===== config.mk =====
export PLATFORM = sky130hd
export DESIGN_NAME = i2s_frame_receiver
export DESIGN_NICKNAME = d
export VERILOG_FILES = /design/src/rtl/i2s_pkg.sv /design/src/rtl/i2s_pin_sync.sv /design/src/rtl/i2s_frame_receiver.sv
export SDC_FILE = /design/constraint.sdc
export NUM_CORES = 1
export LEC_CHECK = 0
export CELL_PAD_IN_SITES_DETAIL_PLACEMENT = 2
export CELL_PAD_IN_SITES_GLOBAL_PLACEMENT = 2
export CORE_ASPECT_RATIO = 0.5
export CORE_MARGIN = 3
export CORE_UTILIZATION = 35
export CTS_CLUSTER_DIAMETER = 120
export CTS_CLUSTER_SIZE = 14
export DETAILED_ROUTE_END_ITERATION = 10
export PLACE_DENSITY_LB_ADDON = 0.1
export SLEW_MARGIN = 20
export SYNTH_ARGS = -nofsm -noshare
export SYNTH_HDL_FRONTEND = slang
export SYNTH_SLANG_ARGS = --single-unit

===== constraint.sdc =====
create_clock -name clk -period 2.41 [get_ports clk]
set_input_delay 0.482 -clock clk [delete_from_list [all_inputs] [get_ports clk]]
set_output_delay 0.482 -clock clk [all_outputs]
set_load 0.02 [all_outputs]

===== src/rtl/i2s_pkg.sv =====
// Shared types and constants for the I2S frame receiver.
// Holds the receive FSM encoding, channel codes and bit counter sizing.
// No logic of its own; imported by the receiver files.
package i2s_pkg;

  // Receive FSM: hunting for a left-slot start, or inside a channel slot
  typedef enum logic [1:0] {
    HUNT     = 2'd0,
    RX_LEFT  = 2'd1,
    RX_RIGHT = 2'd2
  } rx_state_t;

  // Word-select encoding on i2s_lrclk
  localparam logic LR_LEFT  = 1'b0;
  localparam logic LR_RIGHT = 1'b1;

  // Bits received in the current slot; wide enough for SLOT_MAX up to 63
  localparam int BITCNT_W = 6;
  typedef logic [BITCNT_W-1:0] bitcnt_t;

  // Receive state that owns a slot carrying the given word-select level
  function automatic rx_state_t slot_state(input logic lr);
    return (lr == LR_RIGHT) ? RX_RIGHT : RX_LEFT;
  endfunction

endpackage


===== src/rtl/i2s_pin_sync.sv =====
// Purpose: bring sclk/lrclk/sd into the clk domain and flag sclk rising edges.
// Latency: 2-3 clk from a pin edge to the o_bit_evt strobe.
// Backpressure: none; free-running sampler.
import i2s_pkg::*;

module i2s_pin_sync (
  input  logic clk,
  input  logic rst_n,
  input  logic i_sclk,
  input  logic i_lrclk,
  input  logic i_sd,
  output logic o_bit_evt,
  output logic o_lrclk,
  output logic o_sd
);

  // [0] = first stage, [1] = second stage, [2] = edge-detect history (sclk only)
  logic [2:0] r_sclk_sync;
  logic [1:0] r_lr_sync;
  logic [1:0] r_sd_sync;

  // Two-flop synchronizers on every pin plus one history flop on sclk
  always_ff @(posedge clk or negedge rst_n) begin
    if (!rst_n) begin
      r_sclk_sync <= '0;
      r_lr_sync   <= '0;
      r_sd_sync   <= '0;
    end else begin
      r_sclk_sync <= {r_sclk_sync[1:0], i_sclk};
      r_lr_sync   <= {r_lr_sync[0], i_lrclk};
      r_sd_sync   <= {r_sd_sync[0], i_sd};
    end
  end

  // lrclk and sd changed on the falling sclk edge, so their second stage is
  // settled by the time the rising edge reaches the same depth.
  assign o_bit_evt = r_sclk_sync[1] & ~r_sclk_sync[2];
  assign o_lrclk   = r_lr_sync[1];
  assign o_sd      = r_sd_sync[1];

endmodule


===== src/rtl/i2s_frame_receiver.sv =====
// Purpose: deserialize a Philips I2S stream into left/right sample pairs.
// Latency: frame valid 1 clk after the sclk event that carries the right LSB.
// Backpressure: none upstream; an unconsumed frame is overwritten by the next.
// Optional: define I2S_RX_OVERRUN_EN to build the sticky overrun flag.
import i2s_pkg::*;

module i2s_frame_receiver #(
  parameter int WIDTH    = 16,
  parameter int SLOT_MAX = 32
) (
  input  logic             clk,
  input  logic             rst_n,
  input  logic             i2s_sclk,
  input  logic             i2s_lrclk,
  input  logic             i2s_sd,
  output logic [WIDTH-1:0] left_data,
  output logic [WIDTH-1:0] right_data,
  output logic             out_valid,
  input  logic             out_ready,
  output logic             locked,
  output logic             overrun,
  input  logic             overrun_clr
);

  // Counter value at which one more bit without a channel change means the
  // slot is longer than SLOT_MAX.
  localparam bitcnt_t SLOT_LAST = bitcnt_t'(SLOT_MAX - 1);

  logic             w_bit_evt;
  logic             w_lr;
  logic             w_sd;
  logic             w_trans;

  logic             r_lr_prev;
  rx_state_t        r_state;
  rx_state_t        w_state_nxt;
  logic [WIDTH-1:0] r_shift;
  logic [WIDTH-1:0] w_shift_nxt;
  logic [WIDTH-1:0] w_word;
  bitcnt_t          r_bitcnt;
  bitcnt_t          w_bitcnt_nxt;
  logic             w_hold_ld;
  logic             w_frame_done;

  logic [WIDTH-1:0] r_left_hold;
  logic [WIDTH-1:0] r_left_data;
  logic [WIDTH-1:0] r_right_data;
  logic             r_out_valid;
  logic             r_locked;

  i2s_pin_sync u_pin_sync (
    .clk       (clk),
    .rst_n     (rst_n),
    .i_sclk    (i2s_sclk),
    .i_lrclk   (i2s_lrclk),
    .i_sd      (i2s_sd),
    .o_bit_evt (w_bit_evt),
    .o_lrclk   (w_lr),
    .o_sd      (w_sd)
  );

  assign w_trans = (w_lr != r_lr_prev);

  // Track the word-select level seen at the previous bit event
  always_ff @(posedge clk or negedge rst_n) begin
    if (!rst_n) begin
      r_lr_prev <= LR_LEFT;
    end else if (w_bit_evt) begin
      r_lr_prev <= w_lr;
    end
  end

  // Current word with this event's bit merged in; bits past WIDTH fall off
  always_comb begin
    w_word = r_shift;
    for (int i = 0; i < WIDTH; i++) begin
      if (int'(r_bitcnt) == WIDTH - 1 - i) begin
        w_word[i] = w_sd;
      end
    end
  end

  // FSM state, shift register and bit counter
  always_ff @(posedge clk or negedge rst_n) begin
    if (!rst_n) begin
      r_state  <= HUNT;
      r_shift  <= '0;
      r_bitcnt <= '0;
    end else begin
      r_state  <= w_state_nxt;
      r_shift  <= w_shift_nxt;
      r_bitcnt <= w_bitcnt_nxt;
    end
  end

  // Next state and word-completion strobes, evaluated only on bit events
  always_comb begin
    w_state_nxt  = r_state;
    w_shift_nxt  = r_shift;
    w_bitcnt_nxt = r_bitcnt;
    w_hold_ld    = 1'b0;
    w_frame_done = 1'b0;
    if (w_bit_evt) begin
      case (r_state)
        HUNT: begin
          // Only a move into the left channel marks a usable frame start
          if (w_trans && (w_lr == LR_LEFT)) begin
            w_shift_nxt  = '0;
            w_bitcnt_nxt = '0;
            w_state_nxt  = RX_LEFT;
          end
        end
        RX_LEFT, RX_RIGHT: begin
          if (w_trans) begin
            // This bit is the LSB of the word that is ending
            w_shift_nxt  = '0;
            w_bitcnt_nxt = '0;
            if (r_bitcnt == '0) begin
              w_state_nxt = HUNT;
            end else begin
              w_state_nxt = slot_state(w_lr);
              if (r_state == RX_LEFT) begin
                w_hold_ld = 1'b1;
              end else begin
                w_frame_done = 1'b1;
              end
            end
          end else if (r_bitcnt == SLOT_LAST) begin
            // Slot ran too long: drop the partial frame and resynchronize
            w_shift_nxt  = '0;
            w_bitcnt_nxt = '0;
            w_state_nxt  = HUNT;
          end else begin
            w_shift_nxt  = w_word;
            w_bitcnt_nxt = r_bitcnt + 1'b1;
          end
        end
        default: begin
          w_state_nxt = HUNT;
        end
      endcase
    end
  end

  // Left holding register, output frame, valid handshake and lock flag
  always_ff @(posedge clk or negedge rst_n) begin
    if (!rst_n) begin
      r_left_hold  <= '0;
      r_left_data  <= '0;
      r_right_data <= '0;
      r_out_valid  <= 1'b0;
      r_locked     <= 1'b0;
    end else begin
      if (w_hold_ld) begin
        r_left_hold <= w_word;
      end
      if (w_frame_done) begin
        r_left_data  <= r_left_hold;
        r_right_data <= w_word;
      end
      // A completing frame keeps valid high even on the transfer cycle
      r_out_valid <= w_frame_done | (r_out_valid & ~out_ready);
      if (w_state_nxt == HUNT) begin
        r_locked <= 1'b0;
      end else if (w_frame_done) begin
        r_locked <= 1'b1;
      end
    end
  end

  assign left_data  = r_left_data;
  assign right_data = r_right_data;
  assign out_valid  = r_out_valid;
  assign locked     = r_locked;

`ifdef I2S_RX_OVERRUN_EN
  logic r_overrun;
  logic w_ovr_set;

  assign w_ovr_set = w_frame_done & r_out_valid & ~out_ready;

  // Sticky overrun; a new overwrite beats a simultaneous clear
  always_ff @(posedge clk or negedge rst_n) begin
    if (!rst_n) begin
      r_overrun <= 1'b0;
    end else if (w_ovr_set) begin
      r_overrun <= 1'b1;
    end else if (overrun_clr) begin
      r_overrun <= 1'b0;
    end
  end

  assign overrun = r_overrun;
`else
  logic w_unused_ovr_clr;

  assign w_unused_ovr_clr = overrun_clr;
  assign overrun          = 1'b0;
`endif

endmodule


# Yosys cells after proc, flatten, opt, wreduce, memory -nomap -nowiden

Index checks and enable logic that the tools add are counted.

Bits in registers: 82
Input port bits: 7
Logic and storage cells: 91

$add $sub $neg: 1
Equal/unequal tests: 20
Muxes and demuxes: 43
Bitwise gates (word level): 6
Reduce and logical (&&, ||, !) cells: 9

Operators by type and width:

| kind                                                | count |
|---|---|
| equality test 6 x 5 -> 1 bit, second input constant | 9 |
| two-way mux 16 bit                                  | 3 |
| one-hot mux 16 bit (2 select lines)                 | 1 |
| two-way mux 1 bit                                   | 28 |
| equality test 6 x 4 -> 1 bit, second input constant | 4 |
| two-way mux 6 bit                                   | 3 |
| equality test 6 x 3 -> 1 bit, second input constant | 2 |
| zero test 6 bit                                     | 2 |
| two-way mux 2 bit                                   | 6 |
| one-hot mux 6 bit (2 select lines)                  | 1 |
| adder 6 x 1 -> 6 bit, second input constant         | 1 |
| equality test 6 x 2 -> 1 bit, second input constant | 1 |
| zero test 2 bit                                     | 2 |
| one-hot mux 2 bit (2 select lines)                  | 1 |
| nonzero test 2 bit                                  | 2 |
| inverter 1 bit                                      | 3 |
| AND reduction 3 bit                                 | 1 |
| bitwise AND 1 bit                                   | 2 |
| equality test 2 x 1 -> 1 bit, second input constant | 1 |
| equality test 2 bit, second input constant          | 1 |
| inequality test 2 bit, second input constant        | 1 |
| OR reduction 2 bit                                  | 1 |
| logical AND 1 bit                                   | 1 |
| inequality test 1 bit                               | 1 |
| OR 1 bit                                            | 1 |

# Longest topological paths before layout

Depth in word-level cells: 8
Gate-level depth with buffers: 7
Mapped depth without buffers: 6

# Hierarchy

A second synthesis with hierarchy kept.

Cell total of the unflattened synthesis: 320
Area, all modules: 3517.1 um^2

Modules (own cells, without submodules):

| module             | instances | cells an instance | area an instance (um^2) |
|---|---|---|---|
| i2s_frame_receiver | 1         | 312               | 3328.2 |
| i2s_pin_sync       | 1         | 8                 | 188.9 |

# Worst setup path after synthesis

OpenSTA, ideal clock, no wires.

Kind: reg2reg
From: register u_pin_sync.r_lr_sync[1]
To: register r_left_data[2] (netlist: left_data[2])
Arrival time: 1.826 ns
Data required time: 2.285 ns
Path slack: 0.459 ns
Stages on the path, launching flop included: 7
Path buffers: 1
Cells stage by stage: dfrtp_1 -> inv_1 -> ha_1 -> nand2b_1 -> a2111oi_4 -> buf_4 -> mux2_2

Word-level cells in the longest chain between the ends: 4

Ends and longest elaborated chain:

| element                  | line                      | RTL |
|---|---|---|
| start: declaration       | i2s_pin_sync.sv:19        | `logic [1:0] r_lr_sync;` |
| start signal: assignment | i2s_pin_sync.sv:30        | `r_lr_sync <= {r_lr_sync[0], i_lrclk};` |
| inequality test 1 bit    | i2s_frame_receiver.sv:62  | `assign w_trans = (w_lr != r_lr_prev);` |
| two-way mux 1 bit        | i2s_frame_receiver.sv:114 | `if (w_trans) begin` |
| two-way mux 1 bit        | i2s_frame_receiver.sv:104 | `case (r_state)` |
| two-way mux 1 bit        | i2s_frame_receiver.sv:103 | `if (w_bit_evt) begin` |
| end signal: assignment   | i2s_frame_receiver.sv:158 | `r_left_data <= r_left_hold;` |
| end: declaration         | i2s_frame_receiver.sv:46  | `logic [WIDTH-1:0] r_left_data;` |

Every way passes these cells.
A chain may end at the register's enable or synchronous reset.

# Final worst setup path

Ends and elaborated chain as after synthesis.

==> flow_summary.ini <==
[outcome]
outcome = finished, final reports clean

[pwr]
cellPowerDensity_mw_per_mm2 = 866
vdd_drop_max_mv = 0.377
p_leak_nw = 2.06
power.total_mw = 3.84

[drt]
drc = 0
top_layer_used = met4
viasPerCell = 5.08
drtIter0Drc = 129
drt_pass1_iterations = 4
dr_wl_met2_mm = 4.60
wirelength_mm = 9.46
ant_nets = 0
wl_met3_um = 270
wl_met1_mm = 4.48
wl_per_cell_um = 18.5
vias = 2602

[cells_and_area]
final_layout_size_suffix_gt1_share_pct = 11.4
final_area_mm2 = 0.00443
final_common_cell = dfrtp_1
fill_cells = 1033
area_growth_pct = 25.3
layout_common_cells = 82 x dfrtp_1, 51 x nand2_1, 41 x o21ai_0
final_nets = 387
antennaDiodeCount = 0

[critical_path]
slowest_delay_ps = 500
cp-start-kind = flop
crit_buf_inv = 2
rrSetupSlack_ps = 200
worst_setup_path_end_kind = flop
crit_family = compound AO/OA/AOI/OAI gates
arrival_ps = 2440
crit_chain = inv_1 -> ha_1 -> nand2b_1 -> a2111oi_4 -> buf_12 -> mux2_2
cp_slowest_cell = a2111oi_4
path_class = reg -> reg
path_max_fanout = 29
critPathRequiredTime_ps = 2640

[floorplanning]
initial_core_util_pct = 36.7
ioPinCount = 42
die_height_um = 77.1
row_count = 25
die_x_um = 148
dieArea_mm2 = 0.0114
coreArea_mm2 = 0.00963

[synthesis]
syn_area_per_cell_um2 = 10.8
yosys.area.top_type = dfrtp_1
syn-num-nets = 342
async_reset_ff_share_pct = 100
yosysWarnings = 0
ys_types = 34
ys_ff_latch = 82
ys_top_cells_by_area = dfrtp_1 58%, o21ai_0 5.8%, nand2_1 5.4%
synthFlopType = dfrtp_1
ys_seq_area_share_pct = 58.0
synth_top_area_share_pct = 58.0
synth-edff-count = 0
syn_area_mm2 = 0.00354
netlist_instances = 327

[clock_network]
cts_resized = 0
insertion_delay_ps = 340
cts_tree = built
clk_pin_slew_ps = 60
cts_buffer_depth = 2
cts-root-buf = clkbuf_16
cts.sinks = 82
post-cts-setup-buffer-count = 0
cts_hold_buf = 0
htree_num_levels = 3
numCtsBuffers = 9

[sta]
fmax_ghz = 0.452
relSlewSlack_pct = 61.3
worstMarginPinSlew_ps = 580
slew_viol_final = 0
setup_violations = 0
finalSetupTns_ps = 0
finalCriticalPeriod_ps = 2210
rsz0062_at_grt = no
fin_crit_sh_pct = 91.8
fin_skew_ps = 7.41
hold_violations = 0

[global_routing]
antenna_found_initial = 0
grt_use_total_pct = 18.3
grt_pass1_wl_mm = 16.5
first_global_vias = 3065
overflow = 0
grt_max_degree = 83

[placement]
gp_congestion = 0.755
io_buffers = 39
dpl.hpwl_mm = 6.45
placed_area_mm2 = 0.00415

[run]
maxCapViolations = 0

[min_path]
hp-class = in -> async
routing by layer:
layer | vias up | GRT usage, %
li1 | 1196 | -
met1 | 1364 | 24.1
met2 | 30 | 30.2
met3 | 12 | 5.02
met4 | 0 | 4.79
met5 | - | 0
cell families after synthesis:
kind of cell / after synthesis / synth area share, %
DFF: 82 / 58.0
AOI/OAI and AO/OA: 76 / 13.0
buffers and inverters: 28 / 3.57
other: 1 / 0.106
adders and majority gates: 8 / 2.83
muxes: 33 / 9.94
and+or+nand+nor: 99 / 12.6
worst reg2reg max path: cells and delay by family (launching register included):
kind / cells / cell delay, ps
buffers and inverters: 2 / 360
multiplexers: 1 / 380
flip-flops: 1 / 390
AND/OR/NAND/NOR: 1 / 220
AO/OA/AOI/OAI: 1 / 500
adder cells (fa/ha/maj): 1 / 260
final cells by class:
type / count / area (um2) / area share (%)
Tap cell: 135 / 169 / 3.81
Multi-Input combinational cell: 217 / 1360 / 30.7
Timing Repair Buffer: 52 / 536 / 12.1
Sequential cell: 82 / 2050 / 46.3
Clock inverter: 6 / 48.8 / 1.10
Clock buffer: 10 / 229 / 5.17
Inverter: 10 / 37.5 / 0.847
where the power goes:
group          switching, mW  leakage (nW)  internal [mW]
clock network          0.592         0.131          0.711
logic                  0.517         0.801          0.396
registers              0.103          1.12           1.52
final timing paths:
check                                                    start                                  end  cells after the start
max                          u_pin_sync.r_lr_sync[1]$_DFF_PN0_             left_data[2]$_DFFE_PN0P_                      6
min                                                      rst_n                 r_state[0]$_DFF_PN0_                      2
max reg2reg                  u_pin_sync.r_lr_sync[1]$_DFF_PN0_             left_data[2]$_DFFE_PN0P_                      6
min reg2reg                u_pin_sync.r_sclk_sync[0]$_DFF_PN0_  u_pin_sync.r_sclk_sync[1]$_DFF_PN0_                      0
max in group asynchronous                                rst_n              r_shift[15]$_DFFE_PN0P_                      2
min in group clk           u_pin_sync.r_sclk_sync[0]$_DFF_PN0_  u_pin_sync.r_sclk_sync[1]$_DFF_PN0_                      0
through the flow:
step           setup WS [ps]  hold slack, ps  cells  util (%)
5_1_grt                 85.0             189    512      46.0
3_5_place_dp             201             350    496      43.1
4_1_cts                  184             186    512      46.0
3_3_place_gp             255             341    496      43.1
2_1_floorplan            459             186    327         -
6_report                 198             151    512      46.0
cells in the mapped netlist, types with 2 or more instances:
cell type / count
dfrtp_1: 82
nand2_1: 51
o21ai_0: 41
a21oi_1: 21
nor2_1: 21
mux2i_1: 16
inv_1: 10
mux2_2: 10
clkbuf_1: 9
ha_1: 8
nand3_1: 8
mux2_1: 7
nand2b_1: 6
buf_2: 5
buf_4: 4
nor2b_1: 4
nor3b_1: 3
o31ai_1: 3
a21o_1: 2
and3_1: 2
flip-flops by register name (all words and copies together) (netlist names):
signal / flops
r_lr_prev: 1
r_state: 2
right_data: 16
u_pin_sync.r_sclk_sync: 3
r_bitcnt: 6
u_pin_sync.r_lr_sync: 2
r_left_hold: 16
u_pin_sync.r_sd_sync: 2
out_valid: 1
left_data: 16
locked: 1
r_shift: 16
No activity file was read; power rests on OpenSTA's default activity.
